===== config.mk =====
export PLATFORM = sky130hd
export DESIGN_NAME = cdb_arbiter
export DESIGN_NICKNAME = d
export VERILOG_FILES = /design/src/rtl/cdb_arbiter.sv
export SDC_FILE = /design/constraint.sdc
export NUM_CORES = 1
export LEC_CHECK = 0
export BUFFER_PORTS_ARGS = -buffer_cell sky130_fd_sc_hd__buf_4
export CAP_MARGIN = 10
export CORE_ASPECT_RATIO = 0.7
export CORE_MARGIN = 2
export CORE_UTILIZATION = 30
export CTS_BUF_LIST = sky130_fd_sc_hd__clkbuf_8
export CTS_CLUSTER_SIZE = 12
export DETAILED_ROUTE_END_ITERATION = 10
export PLACE_DENSITY = 0.52
export SYNTH_ARGS = -nofsm -noshare
export SYNTH_HDL_FRONTEND = slang
export SYNTH_SLANG_ARGS = --single-unit

===== constraint.sdc =====
create_clock -name clk -period 4.7 [get_ports clk]
set_input_delay 0.235 -clock clk [delete_from_list [all_inputs] [get_ports clk]]
set_output_delay 0.235 -clock clk [all_outputs]
set_load 0.1 [all_outputs]

===== src/rtl/cdb_arbiter.sv =====
// rtl/cdb_arbiter.sv - per-FU result queues arbitrated onto a registered common data bus.
// Define CDB_ROUND_ROBIN_EN for round-robin grant; otherwise lowest-index queue wins.
`ifndef ROB_TAG_LEN
`define ROB_TAG_LEN 6
`endif

module cdb_arbiter #(
  parameter int NUM_FU      = 4,
  parameter int QUEUE_DEPTH = 2
) (
  input  logic                            clk,
  input  logic                            reset,
  input  logic [NUM_FU-1:0]               fu_valid,
  input  logic [NUM_FU*`ROB_TAG_LEN-1:0]  fu_rob_tag,
  input  logic [NUM_FU*32-1:0]            fu_value,
  output logic [NUM_FU-1:0]               fu_stall,
  input  logic                            flush,
  output logic [`ROB_TAG_LEN+32:0]        cdb
);

  localparam int TAG_W = `ROB_TAG_LEN;
  localparam int PTR_W = (QUEUE_DEPTH > 1) ? $clog2(QUEUE_DEPTH) : 1;
  localparam int CNT_W = PTR_W + 1;
  localparam int IDX_W = (NUM_FU > 1) ? $clog2(NUM_FU) : 1;

  logic [TAG_W-1:0] q_tag [NUM_FU][QUEUE_DEPTH];
  logic [31:0]      q_val [NUM_FU][QUEUE_DEPTH];
  logic [PTR_W-1:0] head  [NUM_FU];
  logic [PTR_W-1:0] tail  [NUM_FU];
  logic [CNT_W-1:0] count [NUM_FU];

  logic [NUM_FU-1:0] nonempty;
  logic [NUM_FU-1:0] push;
  logic [NUM_FU-1:0] pop;
  logic              grant_any;
  logic [IDX_W-1:0]  grant_idx;

  logic             cdb_valid;
  logic [TAG_W-1:0] cdb_tag;
  logic [31:0]      cdb_value;

  assign cdb = {cdb_valid, cdb_tag, cdb_value};

  always_comb begin
    nonempty = '0;
    fu_stall = '0;
    push     = '0;
    for (int i = 0; i < NUM_FU; i++) begin
      nonempty[i] = (count[i] != '0);
      fu_stall[i] = (count[i] == CNT_W'(QUEUE_DEPTH));
      // Tag 0 means "no producer", so such results are silently dropped.
      push[i] = fu_valid[i] && !fu_stall[i] && !flush &&
                (fu_rob_tag[i*TAG_W +: TAG_W] != '0);
    end
  end

`ifdef CDB_ROUND_ROBIN_EN
  logic [IDX_W-1:0] rr_ptr;

  always_comb begin
    int j;
    grant_any = 1'b0;
    grant_idx = '0;
    for (int k = 0; k < NUM_FU; k++) begin
      j = int'(rr_ptr) + k;
      if (j >= NUM_FU) j = j - NUM_FU;
      if (!grant_any && nonempty[j]) begin
        grant_any = 1'b1;
        grant_idx = IDX_W'(j);
      end
    end
  end

  always_ff @(posedge clk or negedge reset) begin
    if (!reset) begin
      rr_ptr <= '0;
    end else if (!flush && grant_any) begin
      rr_ptr <= (grant_idx == IDX_W'(NUM_FU - 1)) ? '0 : grant_idx + 1'b1;
    end
  end
`else
  always_comb begin
    grant_any = 1'b0;
    grant_idx = '0;
    for (int i = NUM_FU - 1; i >= 0; i--) begin
      if (nonempty[i]) begin
        grant_any = 1'b1;
        grant_idx = IDX_W'(i);
      end
    end
  end
`endif

  always_comb begin
    pop = '0;
    for (int i = 0; i < NUM_FU; i++) begin
      pop[i] = grant_any && !flush && (grant_idx == IDX_W'(i));
    end
  end

  // Payload storage carries no reset; occupancy alone defines validity.
  always_ff @(posedge clk) begin
    for (int i = 0; i < NUM_FU; i++) begin
      if (push[i]) begin
        q_tag[i][tail[i]] <= fu_rob_tag[i*TAG_W +: TAG_W];
        q_val[i][tail[i]] <= fu_value[i*32 +: 32];
      end
    end
  end

  always_ff @(posedge clk or negedge reset) begin
    if (!reset) begin
      for (int i = 0; i < NUM_FU; i++) begin
        head[i]  <= '0;
        tail[i]  <= '0;
        count[i] <= '0;
      end
    end else if (flush) begin
      for (int i = 0; i < NUM_FU; i++) begin
        head[i]  <= '0;
        tail[i]  <= '0;
        count[i] <= '0;
      end
    end else begin
      for (int i = 0; i < NUM_FU; i++) begin
        if (push[i]) tail[i] <= tail[i] + 1'b1;
        if (pop[i])  head[i] <= head[i] + 1'b1;
        case ({push[i], pop[i]})
          2'b10:   count[i] <= count[i] + 1'b1;
          2'b01:   count[i] <= count[i] - 1'b1;
          default: count[i] <= count[i];
        endcase
      end
    end
  end

  always_ff @(posedge clk or negedge reset) begin
    if (!reset) begin
      cdb_valid <= 1'b0;
      cdb_tag   <= '0;
      cdb_value <= '0;
    end else if (flush) begin
      cdb_valid <= 1'b0;
    end else if (grant_any) begin
      cdb_valid <= 1'b1;
      cdb_tag   <= q_tag[grant_idx][head[grant_idx]];
      cdb_value <= q_val[grant_idx][head[grant_idx]];
    end else begin
      cdb_valid <= 1'b0;
    end
  end

endmodule


# After elaboration in Yosys (flattened, before gate mapping)

Memories as Yosys holds them, arrays and structs flattened.
Index checks and enable logic that the tools add are counted.

Input port bits: 159
RAM bits: 304
Output and inout port bits: 43
Memories: 2
Register bits after elaboration: 55
Word-level logic and storage cells: 175

Mux-type cells: 62
Bitwise operators: 7
Reductions and logical operators: 48
Order comparisons: 10
Add/sub/neg operators: 16
Eq/ne operators: 15

Memory list:

| name  | depth | width | read ports | clocked after memory_dff | write ports | line | RTL |
|---|---|---|---|---|---|---|---|
| q_val | 4     | 64    | 1          | 0                        | 4           | 27   | `logic [31:0] q_val [NUM_FU][QUEUE_DEPTH];` |
| q_tag | 4     | 12    | 1          | 0                        | 4           | 26   | `logic [TAG_W-1:0] q_tag [NUM_FU][QUEUE_DEPTH];` |

Operator list:

| cell                | count |
|---|---|
| $mux 64             | 4 |
| $mux 32             | 7 |
| $demux 32 s1        | 4 |
| $mux 12             | 4 |
| $mux 6              | 7 |
| $demux 6 s1         | 4 |
| $reduce_bool 2->1   | 12 |
| $reduce_bool 6->1   | 4 |
| $logic_and 1x1->1   | 21 |
| $eq 2x2->1 const B  | 10 |
| $mux 1              | 20 |
| $pmux 2 s2          | 4 |
| $reduce_bool 3->1   | 4 |
| $eq 2x1->1 const B  | 5 |
| $ge 2x2->1 const B  | 5 |
| $not 1->2           | 5 |
| $add 1x1->1 const B | 8 |
| $add 2x1->2 const B | 4 |
| $lt 2x1->1 const B  | 4 |
| $mux 2              | 4 |
| $mux 4              | 2 |
| $mux 8              | 1 |
| $sub 2x1->2 const B | 4 |
| $logic_not 1->1     | 5 |
| other kinds (6)     | 6 |

# Logic depth before layout (Yosys ltp)

Word-level depth: 13
Mapped depth: 10
Depth with buffers taken out: 6

# Least setup slack after synthesis

OpenSTA, ideal clock, no wires.

Path type: register to register
From: reg count[3] in the netlist's numbering
To: mem q_tag[2][10] in the netlist's numbering, enable pin
Required time: 4261 ps
Library setup time: 439 ps
Path slack: 796 ps
Arrival: 3465 ps
Stages on the path, launching flop included: 4
Path buffers: 0
Clock period less this slack: 3904 ps
Cells stage by stage: dfrtp_1 nor2b_1 nor4b_1 nor2b_1

RTL lines:

| item                              | line | RTL |
|---|---|---|
| from (decl)                       | 30   | `logic [CNT_W-1:0] count [NUM_FU];` |
| from (signal, indexed assignment) | 129  | `2'b10: count[i] <= count[i] + 1'b1;` |
| from (signal, indexed assignment) | 130  | `2'b01: count[i] <= count[i] - 1'b1;` |
| from (signal, indexed assignment) | 131  | `default: count[i] <= count[i];` |
| to (decl)                         | 26   |  |

# Worst setup path in the final report

From: reg count[2] in the netlist's numbering
To: reg cdb_value[21]

Word-level cells in the longest chain between the ends: 12
Elaborated cells between the ends (all ways): 17
Classes of those cells: mux: 12; bitwise: 2; reduce/logical: 2; memory: 1

RTL lines:

| item                                       | line | RTL |
|---|---|---|
| $reduce_bool 2->1 *                        | 49   | `nonempty[i] = (count[i] != '0);` |
| $mux 2 (3 in a row)                        | 86   | `if (nonempty[i]) begin` |
| $not 2->3 (implied by the code)            | 147  | `cdb_value <= q_val[grant_idx][head[grant_idx]];` |
| $bmux 1 s2                                 | 147  |  |
| $mux 1 (implied by the code) (2 in a row)  | 147  |  |
| $not 1->2 (implied by the code)            | 147  |  |
| $mux 32 (implied by the code) (3 in a row) | 147  |  |
| to (signal assigned)                       | 147  |  |
| to (decl)                                  | 40   | `logic [31:0] cdb_value;` |

Mark *: on every way between the ends. The rest lies on a longest branch, timed or not. The select of a mux whose other input is x is not followed.
A chain may end at the register's enable or synchronous reset.

==> run_results.csv <==
group,metric,value,unit
sta,maxSlewViolCount,0,
routing,routed_via_density,4.968,
logic_synthesis,ys.flop_type,"edfxtp_1",
routing,routedWlPerCell,23.85,µm
cts,clk_path_buf_depth,3,
pwr,power.total,10.69,mW
global_route,grt_pass1_vias,9324,
global_route,grt_pass1_wl,62120,µm
sta,min_period_over_period,67.87,%
worst_setup_path,critPathMostFrequentCell,"buf_4",
logic_synthesis,async_flop_share,15.32,%
layout,num-fill-cells,4042,
logic_synthesis,synth.distinct_cells,48,
routing,antenna_left,0,
sta,setup_viol,0,
logic_synthesis,synth_warnings,0,
cts,cts_resized,0,
place,io_buffers,201,
place,place.gp.congestion,0.7300,
cts,insertion_delay,630,ps
pwr,ir_drop,0.2741,mV
die,chipWidth,257.5,µm
sta,finalSetupTns,0,ps
worst_setup_path,critPathKind,"reg2reg",
worst_setup_path,crit_path_cell_trace,"or2_2 -> buf_4 -> nor3_4 -> o2bb2ai_1 -> o21ai_4 -> buf_4 -> o22ai_1 -> a21oi_1",
layout,area_delta_synth_final,36.45,%
die,dieArea,0.04671,mm²
logic_synthesis,netlist_instances,783,
layout,final_nets,1323,
routing,firstDrtPassIters,8,
global_route,antenna_found_initial,0,
min_path,hold_class,"in2reg",
die,die_height,181.4,µm
sta,worst_slew_pin_slew,1053,ps
worst_setup_path,critPathSlowestCell,"o21ai_4",
sta,max_freq,313.5,MHz
logic_synthesis,ys_seq_area_share,77.87,%
worst_setup_path,slowest_delay,670,ps
layout,num_antenna_cells,0,
sta,slew_headroom,29.61,%
worst_setup_path,crit_buf_inv,2,
die,row_count,64,
worst_setup_path,critPathMaxFanout,22,
routing,wl,43030,µm
place,dp_hpwl,26140,µm
die,fp.coreArea,0.04404,mm²
cts,cts_hold_buf,154,
cts,path_clk_slew,70,ps
routing,vias,8963,
cts,cts_setup_buffers,0,
worst_setup_path,cp-end-kind,"flop",
global_route,grt_use_total,18.15,%
routing,drtIter0Drc,804,
logic_synthesis,synth-edff-count,304,
cts,root_buffer,"clkbuf_8",
worst_setup_path,required,5220,ps
global_route,gr-total-overflow,0,
layout,layout-drive-gt1-share,29.01,%
worst_setup_path,path_delay_family,"compound AO/OA/AOI/OAI gates",
logic_synthesis,synth_area,0.01349,mm²
sta,hold_viol_final,0,
run_status,status,"finished clean",
logic_synthesis,avgSynthCellArea,17.23,µm²
sta,rsz0062_at_grt,"no",
cts,h-tree-depth,2,
layout,final_common_cell,"edfxtp_1",
sta,min_period,3190,ps
flow_run,max_cap_viol_count,0,
die,io_pins,202,
worst_setup_path,critPathLaunchType,"flop",
pwr,power_density,580.6,mW/mm²
logic_synthesis,yosys_register_bits,359,
cts,cts.sinks,359,
die,initial_core_util,30.63,%
logic_synthesis,syn_nets,942,
layout,layout_common_cells,"edfxtp_1 (304), buf_4 (220), dlygate4sd3_1 (154)",
cts,cts_made_buffers,54,
cts,cts_tree,"done",
sta,skew,44.08,ps
routing,detail_route.drc_violations,0,
pwr,p_leak,6.618,nW
global_route,grt_start_max_net_pins,56,
worst_setup_path,arrival,3710,ps
routing by layer:
metal	vias up	share of wire [%]	track usage, %	wire [µm]
met5	-	0	0	0
met4	0	1.6	4.046	674
met3	49	7.5	3.266	3212
met2	415	46	28.88	19880
met1	4535	45	25.95	19270
li1	3964	-	-	-
path summary, 6_finish.rpt:
path | cells after the start | slack, ps | end | start
worst min-delay path | 4 | 150 | count[0] | fu_valid[3]
worst max-delay path | 8 | 1510 | cdb_value[21] | count[2]
min in group asynchronous | 2 | 250 | cdb_tag[2] | reset
worst min register to register | 2 | 540 | cdb_value[6] | q_val[1][6]
worst max register to register | 8 | 1510 | cdb_value[21] | count[2]
max in group asynchronous | 2 | 3800 | cdb_value[31] | reset
through the flow:
step / instances / hold slack, ps / utilization, % / setup slack (ps) / area [µm²]
finish: 1804 / 145.4 / 41.80 / 1510 / 18410
global route: 1804 / 157.7 / 41.80 / 1363 / 18410
CTS: 1804 / 94.25 / 41.80 / 1524 / 18410
detailed placement: 1548 / 401.5 / 35.78 / 1595 / 15760
global placement: 1548 / 402.0 / 35.78 / 1676 / 15760
floorplan: 783 / -60.59 / - / 796.0 / 13490
report_power, final:
group | switching (mW) | internal, mW | leakage (nW)
sequential | 0.218 | 3.79 | 3.44
clock | 1.25 | 1.36 | 0.645
combinational | 2.87 | 1.20 | 2.53
tightest hold or removal path: stages:
cell and delay (ps):
buf_4 110, nor4b_1 200, xnor2_1 170, nor2_1 30
logic make-up (layout without fill, tap and decap cells):
logic type      after synthesis  in the layout  share of synthesized area, %
simple gates                 68             68                         2.894
buf+inv                      57            484                         2.309
mux                          49             49                         3.951
compound gates              240            240                         12.33
xor+xnor                     10             10                        0.6493
flops                       359            359                         77.87
cells in the mapped netlist, drive strengths merged, types with 7 or more instances:
| master | instances | area (µm²) |
|---|---|---|
| edfxtp | 304 | 9129 |
| a22oi | 65 | 488.0 |
| dfrtp | 55 | 1376 |
| a21oi | 48 | 277.8 |
| o21ai | 42 | 210.2 |
| o22ai | 40 | 250.2 |
| a222oi | 34 | 340.3 |
| mux2 | 34 | 382.9 |
| clkbuf | 28 | 105.1 |
| nor2 | 26 | 105.1 |
| buf | 25 | 191.4 |
| mux2i | 15 | 150.1 |
| xnor2 | 8 | 70.07 |
| nor2b | 7 | 43.79 |
sequential cells by signal (all words and copies together) (netlist names):
register,count
q_val,256
q_tag,48
cdb_value,32
count,8
cdb_tag,6
head,4
tail,4
cdb_valid,1
area by class of cell:
class | instances | area [µm²] | area share, %
timing repair buffer | 378 | 3273 | 17.78
clock buffer | 60 | 825.8 | 4.486
clock inverter | 42 | 281.5 | 1.529
multi-input combinational | 367 | 2764 | 15.01
inverter | 4 | 15.01 | 0.08157
sequential | 359 | 10510 | 57.07
tap | 594 | 743.2 | 4.038
No activity file was read; power rests on OpenSTA's default activity.
